--- src/rtl/spi_ram_ctrl.sv ---
// -----------------------------------------------------------------------------
// spi_ram_ctrl
//
// SPI-slave front end for the single-port RAM block. Frames of DATA_WIDTH+2
// bits arrive MSB first on MOSI while SS_n is low. The two leading bits are
// the RAM command (00 write-addr, 01 write-data, 10 read-addr, 11 read-data),
// followed by DATA_WIDTH bits of address or data. Each completed frame is
// handed to the RAM as rx_data together with a one-cycle rx_valid strobe.
// After a read-data frame, the RAM's answer (tx_data/tx_valid) is shifted out
// on MISO, MSB first.
//
// Handshake: rx_valid is a single-cycle strobe with rx_data valid in that
// cycle and no back-pressure. tx_valid is accepted only while a read-data
// frame is waiting for its answer; it is ignored at every other time.
//
// Optional feature (macro SPI_RAM_CMD_CHECK_EN):
//   adds output cmd_err. A completed frame whose command bits disagree with
//   the decoded state (11 in READ_ADD, 10 in READ_DATA) is dropped and
//   cmd_err pulses instead of rx_valid.
//
// Ports:
//   clk                 system clock, rising edge
//   rst_n               asynchronous active-low reset
//   SS_n                slave select, active-low
//   MOSI                serial data in, MSB first
//   MISO                serial data out, MSB first (0 when idle)
//   rx_data             command word to the RAM din
//   rx_valid            one-cycle strobe, rx_data complete
//   tx_data             RAM read data (dout)
//   tx_valid            RAM read data valid
//   cmd_err             (SPI_RAM_CMD_CHECK_EN only) rejected-frame strobe
//   dbg_state_o         current FSM state
//   dbg_rd_addr_seen_o  read address loaded, next read frame is read-data
// -----------------------------------------------------------------------------
module spi_ram_ctrl #(
    parameter int DATA_WIDTH = 8
) (
    input  logic                  clk,
    input  logic                  rst_n,
    input  logic                  SS_n,
    input  logic                  MOSI,
    output logic                  MISO,
    output logic [DATA_WIDTH+1:0] rx_data,
    output logic                  rx_valid,
    input  logic [DATA_WIDTH-1:0] tx_data,
    input  logic                  tx_valid,
`ifdef SPI_RAM_CMD_CHECK_EN
    output logic                  cmd_err,
`endif
    output logic [2:0]            dbg_state_o,
    output logic                  dbg_rd_addr_seen_o
);

    localparam int FW  = DATA_WIDTH + 2;           // frame width
    localparam int CW  = $clog2(FW);               // frame bit counter width
    localparam int TCW = $clog2(DATA_WIDTH + 1);   // MISO bit counter width
    localparam logic [CW-1:0]  LAST_CNT = CW'(FW - 1);
    localparam logic [TCW-1:0] TX_REST  = TCW'(DATA_WIDTH - 1);

    typedef enum logic [2:0] {
        IDLE      = 3'd0,
        CHK_CMD   = 3'd1,
        WRITE     = 3'd2,
        READ_ADD  = 3'd3,
        READ_DATA = 3'd4
    } state_t;

    state_t                state_q;
    logic [CW-1:0]         cnt_q;        // bits captured after the first one
    logic [FW-1:0]         shift_q;      // incoming frame
    logic                  done_q;       // frame already completed/forwarded
    logic                  rd_seen_q;
    logic                  wait_tx_q;    // waiting for the RAM read answer
    logic [DATA_WIDTH-1:0] tx_shift_q;   // remaining bits to send, MSB first
    logic [TCW-1:0]        tx_cnt_q;     // bits still to send after current
    logic                  miso_q;
    logic [FW-1:0]         rx_data_q;
    logic                  rx_valid_q;
`ifdef SPI_RAM_CMD_CHECK_EN
    logic                  cmd_err_q;
`endif

    // Command consistency of the completed frame against the decoded state.
    logic cmd_ok;
    always_comb begin
        cmd_ok = 1'b1;
`ifdef SPI_RAM_CMD_CHECK_EN
        if (state_q == READ_ADD  && shift_q[FW-1:FW-2] == 2'b11) cmd_ok = 1'b0;
        if (state_q == READ_DATA && shift_q[FW-1:FW-2] == 2'b10) cmd_ok = 1'b0;
`endif
    end

    always_ff @(posedge clk or negedge rst_n) begin
        if (!rst_n) begin
            state_q    <= IDLE;
            cnt_q      <= '0;
            shift_q    <= '0;
            done_q     <= 1'b0;
            rd_seen_q  <= 1'b0;
            wait_tx_q  <= 1'b0;
            tx_shift_q <= '0;
            tx_cnt_q   <= '0;
            miso_q     <= 1'b0;
            rx_data_q  <= '0;
            rx_valid_q <= 1'b0;
`ifdef SPI_RAM_CMD_CHECK_EN
            cmd_err_q  <= 1'b0;
`endif
        end else begin
            rx_valid_q <= 1'b0;
`ifdef SPI_RAM_CMD_CHECK_EN
            cmd_err_q  <= 1'b0;
`endif
            if (state_q != IDLE && SS_n) begin
                // Deselect aborts everything in flight; rd_seen_q survives.
                state_q    <= IDLE;
                cnt_q      <= '0;
                shift_q    <= '0;
                done_q     <= 1'b0;
                wait_tx_q  <= 1'b0;
                tx_shift_q <= '0;
                tx_cnt_q   <= '0;
                miso_q     <= 1'b0;
            end else begin
                case (state_q)
                    IDLE: begin
                        miso_q <= 1'b0;
                        if (!SS_n) begin
                            state_q <= CHK_CMD;
                            cnt_q   <= '0;
                            done_q  <= 1'b0;
                        end
                    end
                    CHK_CMD: begin
                        shift_q <= {{(FW-1){1'b0}}, MOSI};
                        cnt_q   <= '0;
                        if (!MOSI)          state_q <= WRITE;
                        else if (rd_seen_q) state_q <= READ_DATA;
                        else                state_q <= READ_ADD;
                    end
                    default: begin  // WRITE, READ_ADD, READ_DATA
                        if (cnt_q != LAST_CNT) begin
                            shift_q <= {shift_q[FW-2:0], MOSI};
                            cnt_q   <= cnt_q + CW'(1);
                        end else if (!done_q) begin
                            // Frame complete; later MOSI bits are ignored.
                            done_q <= 1'b1;
                            if (cmd_ok) begin
                                rx_valid_q <= 1'b1;
                                rx_data_q  <= shift_q;
                                if (state_q == READ_ADD) rd_seen_q <= 1'b1;
                                if (state_q == READ_DATA) begin
                                    rd_seen_q <= 1'b0;
                                    wait_tx_q <= 1'b1;
                                end
                            end
`ifdef SPI_RAM_CMD_CHECK_EN
                            else begin
                                cmd_err_q <= 1'b1;
                            end
`endif
                        end

                        // wait_tx_q is only ever set in READ_DATA, so this
                        // path keeps MISO at 0 in the other data states.
                        if (wait_tx_q && tx_valid) begin
                            wait_tx_q  <= 1'b0;
                            miso_q     <= tx_data[DATA_WIDTH-1];
                            tx_shift_q <= {tx_data[DATA_WIDTH-2:0], 1'b0};
                            tx_cnt_q   <= TX_REST;
                        end else if (tx_cnt_q != '0) begin
                            miso_q     <= tx_shift_q[DATA_WIDTH-1];
                            tx_shift_q <= {tx_shift_q[DATA_WIDTH-2:0], 1'b0};
                            tx_cnt_q   <= tx_cnt_q - TCW'(1);
                        end else begin
                            miso_q <= 1'b0;
                        end
                    end
                endcase
            end
        end
    end

    assign MISO               = miso_q;
    assign rx_data            = rx_data_q;
    assign rx_valid           = rx_valid_q;
`ifdef SPI_RAM_CMD_CHECK_EN
    assign cmd_err            = cmd_err_q;
`endif
    assign dbg_state_o        = state_q;
    assign dbg_rd_addr_seen_o = rd_seen_q;

endmodule
--- config.mk ---
export PLATFORM = sky130hd
export DESIGN_NAME = spi_ram_ctrl
export DESIGN_NICKNAME = d
export VERILOG_FILES = /design/src/rtl/spi_ram_ctrl.sv
export SDC_FILE = /design/constraint.sdc
export NUM_CORES = 1
export LEC_CHECK = 0
export CORE_MARGIN = 2
export CORE_UTILIZATION = 53
export DETAILED_ROUTE_END_ITERATION = 10
export PLACE_DENSITY = 0.78
export SLEW_MARGIN = 20
export SYNTH_ARGS = -nofsm -noshare
export SYNTH_HDL_FRONTEND = slang
export SYNTH_SLANG_ARGS = --single-unit
--- constraint.sdc ---
create_clock -name clk -period 2.03 [get_ports clk]
set_input_delay 0.406 -clock clk [delete_from_list [all_inputs] [get_ports clk]]
set_output_delay 0.406 -clock clk [all_outputs]
set_load 0.05 [all_outputs]
# After elaboration in Yosys (flattened, before gate mapping)

Index checks and enable logic that the tools add are counted.

Add/subtract/negate cells: 2
Equal/unequal tests: 11
Mux-type cells: 40
Bitwise gates (word level): 4
Reduce and logical (&&, ||, !) cells: 20

Operators with widths:

| cell                                                 | count |
|---|---|
| 2-to-1 mux 8 bit                                     | 4 |
| 2-to-1 mux 4 bit                                     | 7 |
| 2-to-1 mux 10 bit                                    | 2 |
| case mux 10 bit (2 select lines)                     | 1 |
| 2-to-1 mux 1 bit                                     | 18 |
| nonzero test 3 bit                                   | 5 |
| 2-to-1 mux 3 bit                                     | 4 |
| case mux 4 bit (2 select lines)                      | 1 |
| AND reduction 2 bit                                  | 4 |
| AND reduction 4 bit                                  | 2 |
| nonzero test 4 bit                                   | 2 |
| != test 3 x 2 -> 1 bit (second input constant)       | 2 |
| case mux 3 bit (2 select lines)                      | 1 |
| AND reduction 5 bit                                  | 1 |
| adder 4 x 1 -> 4 bit (second input constant)         | 1 |
| != test 2 bit (second input constant)                | 2 |
| != test 4 bit (second input constant)                | 1 |
| NOT 1 bit                                            | 4 |
| case mux 1 bit (2 select lines)                      | 2 |
| subtractor 4 x 1 -> 4 bit (second input constant)    | 1 |
| equality test 3 x 1 -> 1 bit (second input constant) | 1 |
| equality test 3 x 2 -> 1 bit (second input constant) | 1 |
| equality test 3 bit (second input constant)          | 1 |
| logical NOT 3 bit                                    | 1 |
| 7 further kinds                                      | 8 |

Flip-flop bits (word level): 44
Input port bits: 13
Output and inout bits: 16
Word-level logic and storage cells: 88

# Longest topological paths before layout

Word-level depth: 7
Mapped depth: 6

# Worst setup path before layout

Ideal clock, no wire load.

Path kind: reg2reg
Start: reg state_q[2], in the netlist dbg_state_o[2]
End: reg rx_data_q[1], in the netlist rx_data[1]
Library setup time: 0.125 ns
Arrival: 1.628 ns
Required time: 1.905 ns
Slack: 0.277 ns
Stages on the path, launching flop included: 6
Clock period less this slack: 1.753 ns
Cell sequence: dfrtp_1 -> buf_2 -> o21ba_2 -> nand2_1 -> buf_2 -> mux2_2

Longest elaborated chain between the ends: 4
Elaborated cells on any way between the ends: 8
Classes of those cells: eq/ne: 1; bitwise: 2; reduce/logical: 5

Ends and longest elaborated chain:

| element                                                                  | RTL line | RTL |
|---|---|---|
| start: declaration                                                       | 68       | `state_t state_q;` |
| start signal: assignment                                                 | 95       | `state_q <= IDLE;` |
| start signal: assignment                                                 | 116      | `state_q <= IDLE;` |
| start signal: assignment                                                 | 129      | `state_q <= CHK_CMD;` |
| equality test 3 x 1 -> 1 bit, or another cell as far along               | 125      | `case (state_q)` |
| OR reduction 2 bit (no source line) or logical AND 1 bit (tied branches) | -        |  |
| NOT 1 bit (no source line)                                               | -        |  |
| AND reduction 4 bit (no source line) (*)                                 | -        |  |
| end signal: assignment                                                   | 150      | `rx_data_q <= shift_q;` |
| end: declaration                                                         | 77       | `logic [FW-1:0] rx_data_q;` |

Every way passes the cells marked *; elsewhere a longest branch is shown, timed or not.
A chain may end at the register's enable or synchronous reset.

# Worst setup path in the final report

Start: reg rd_seen_q, in the netlist dbg_rd_addr_seen_o
End: out dbg_rd_addr_seen_o

RTL lines:

| element                  | RTL line | RTL |
|---|---|---|
| start: declaration       | 72       | `logic rd_seen_q;` |
| start signal: assignment | 99       | `rd_seen_q <= 1'b0;` |
| start signal: assignment | 151      | `if (state_q == READ_ADD) rd_seen_q <= 1'b1;` |
| start signal: assignment | 153      | `rd_seen_q <= 1'b0;` |
| end: declaration         | 51       | `output logic dbg_rd_addr_seen_o` |

No word-level cell between the ends.

==> impl_metrics.yaml <==
global_route:
  grt_pass1_vias: 1414
  grt_first_pass_wirelength_mm: 6.60
  antenna_found_initial: 0
  track_usage_pct: 20.6
  grt_remaining_overflow: 0
  grt_max_degree: 24
pwr:
  p_leak_uw: 0.00110
  ir_drop_v: 0.000525
  pwr-share-seq_pct: 50.7
  p_per_area_nw_per_um2: 740
  p_int_uw: 1290
  clkPwrFrac_pct: 30.5
  combPwrFrac_pct: 18.8
  sw_frac_of_total_pct: 29.1
  p_sw_uw: 527
timing:
  setup-violations-final: 0
  maxSlewHeadroom_pct: 65.7
  max_freq_mhz: 512
  slew_violations: 0
  max_slew.worst_pin.slew_ps: 512
  min_period_over_period_pct: 96.2
  final.setup.tns_ps: 0
  rsz0062_at_grt: "false"
  hold_violations: 0
  skew_ps: 13.9
  layout_min_cycle_time_ps: 1950
synth:
  ys_async_sr_fraction_pct: 100
  ys_types: 46
  yosysTopAreaCellShare_pct: 54.8
  syn_inst: 164
  yosysTopAreaCell: "dfrtp_1"
  synthMuxAreaShare_pct: 9.31
  synth_top_family_by_area: "compound AO/OA/AOI/OAI gates"
  synth-simple-area-share_pct: 10.7
  synthAdderAreaFrac_pct: 1.91
  syn_area_um2: 1960
  synth_compound_area_share_pct: 19.8
  dominantRegCellSynth: "dfrtp_1"
  yosysWarnings: 0
  synth_seq_cells: 43
  avgSynthCellArea_um2: 12.0
  ys_seq_area_share_pct: 54.8
  syn_nets: 180
  synth-xor-area-share_pct: 0.446
  synth_edf_count: 0
  yosys-top-cells-area: "dfrtp_1 (55%), mux2_2 (5.7%), a22o_1 (4.5%)"
clock_tree:
  ctsRootBufferMaster: "clkbuf_8"
  cts_setup_buffers: 0
  postCtsHoldBufs: 0
  cts_tree: "done"
  numClockSinks: 43
  clkTransAtPathRegs_ps: 90
  clk_latency_ps: 300
  numCtsBuffers: 5
  htree_levels: 2
  cts_resized: 0
  max-clock-path-buffers: 2
setup_path:
  critical-path-top-delay-family: "buffers and inverters"
  critPathMaxFanout: 5
  crit_chain: "clkdlybuf4s50_1"
  critPathKind: "register to primary output"
  critPathRequiredTime_ps: 1620
  slowest_stage: "clkdlybuf4s50_1"
  reg2reg_depth: 5
  start_kind: "register"
  path_buf_inv: 1
  crit_arrival_ps: 1550
  cpPeakStageDelay_ps: 830
  end_kind: "primary output"
  path_depth: 1
layout:
  areaGrowthSynthToFinish_pct: 24.9
  num_antenna_cells: 0
  final_common_cell: "dfrtp_1"
  fin_nets: 218
  most-common-layout-cells: "dfrtp_1 (43), clkdlybuf4s50_1 (24), buf_4 (11)"
  fillCellCount: 293
  design_area_um2: 2450
  drive_gt1_share_pct: 19.7
route:
  wl_mm: 3.90
  avgRoutedWirePerCell_um: 15.6
  num_vias: 1443
  drtAntennaViolNets: 0
  vias_per_cell: 5.75
  dr.pass1.iters: 5
  drtIter0Drc: 77
  drc: 0
placement:
  dp_hpwl_mm: 2.90
  place_area_um2: 2360
  io_buffers: 28
  place.gp.congestion: 0.765
die:
  pin_count: 29
  die_h_um: 64.8
  start_util_pct: 54.4
  rows: 22
  die-area_um2: 4200
  chipWidth_um: 64.8
  coreArea_um2: 3610
min_path:
  hp-class: "primary input to asynchronous set/reset pin"
flow_run:
  cap_violations: 0
status:
  status: "finished clean"
## worst paths after layout
path / to / from / slack, ps
max: dbg_rd_addr_seen_o / dbg_rd_addr_seen_o / 80
min: dbg_state_o[2] / rst_n / 50
max in group asynchronous: shift_q[4] / rst_n / 1480
min in group clk: tx_shift_q[5] / tx_shift_q[5] / 500
max reg2reg: tx_shift_q[6] / tx_cnt_q[0] / 330
min reg2reg: tx_shift_q[5] / tx_shift_q[5] / 500
## sequential cells by signal, summed over array words and instances, names as in the netlist
signal	count
tx_shift_q	7
done_q	1
rx_valid	1
MISO	1
rx_data	10
cnt_q	4
shift_q	10
dbg_rd_addr_seen_o	1
tx_cnt_q	4
wait_tx_q	1
dbg_state_o	3
## cells by family (layout without fill, tap and decap cells)
logic type	after synthesis	count (layout)
compound gates	50	50
simple gates	36	36
buf+inv	14	53
fa+ha+maj	3	3
flops	43	43
xor+xnor	1	1
mux	17	17
## layer usage
layer  global-route usage, %  routed length, um
met5                       0                  0
met4                    7.71                 48
met3                    4.17                172
met2                    32.6               1890
met1                    28.0               1800
## cells in the mapped netlist, drive strengths merged (2+ instances only)
master	instances
dfrtp	43
mux2i	7
ha	3
a22oi	2
mux2	10
nor3	2
o22ai	2
buf	4
a21oi	7
o21ai	7
o2bb2ai	9
a22o	10
inv	7
a31oi	2
nand3	6
clkbuf	3
or3	2
nor2	7
nand2	6
and2	2
## power groups by stage
stage	registers, uW	logic, uW	clock network, uW
after floorplan	945	212	0
after global placement	935	331	0
after detailed placement	937	345	0
after CTS	920	346	572
after global routing	926	381	604
final	919	341	554
## metrics by stage
step                util (%)  std cells  power, uW  hold WS [ps]  setup WS (ps)
floorplan                  -        164       1160           110            277
global placement        65.4        243       1270           383            210
CTS                     68.0        251       1840          62.2           74.4
finish                  68.0        251       1810          48.3           76.7
global route            68.0        251       1910          87.0           32.0
detailed placement      65.4        243       1280           392            167
## layout make-up
type	count	area [um^2]	share of cell area [%]
Multi-Input combinational cell	107	828	33.8
Timing Repair Buffer	38	368	15.0
Tap cell	48	60.1	2.45
Clock buffer	5	68.8	2.81
Inverter	7	26.3	1.07
Sequential cell	43	1080	43.9
Clock inverter	3	23.8	0.970
Power figures use the tool's default switching activity.
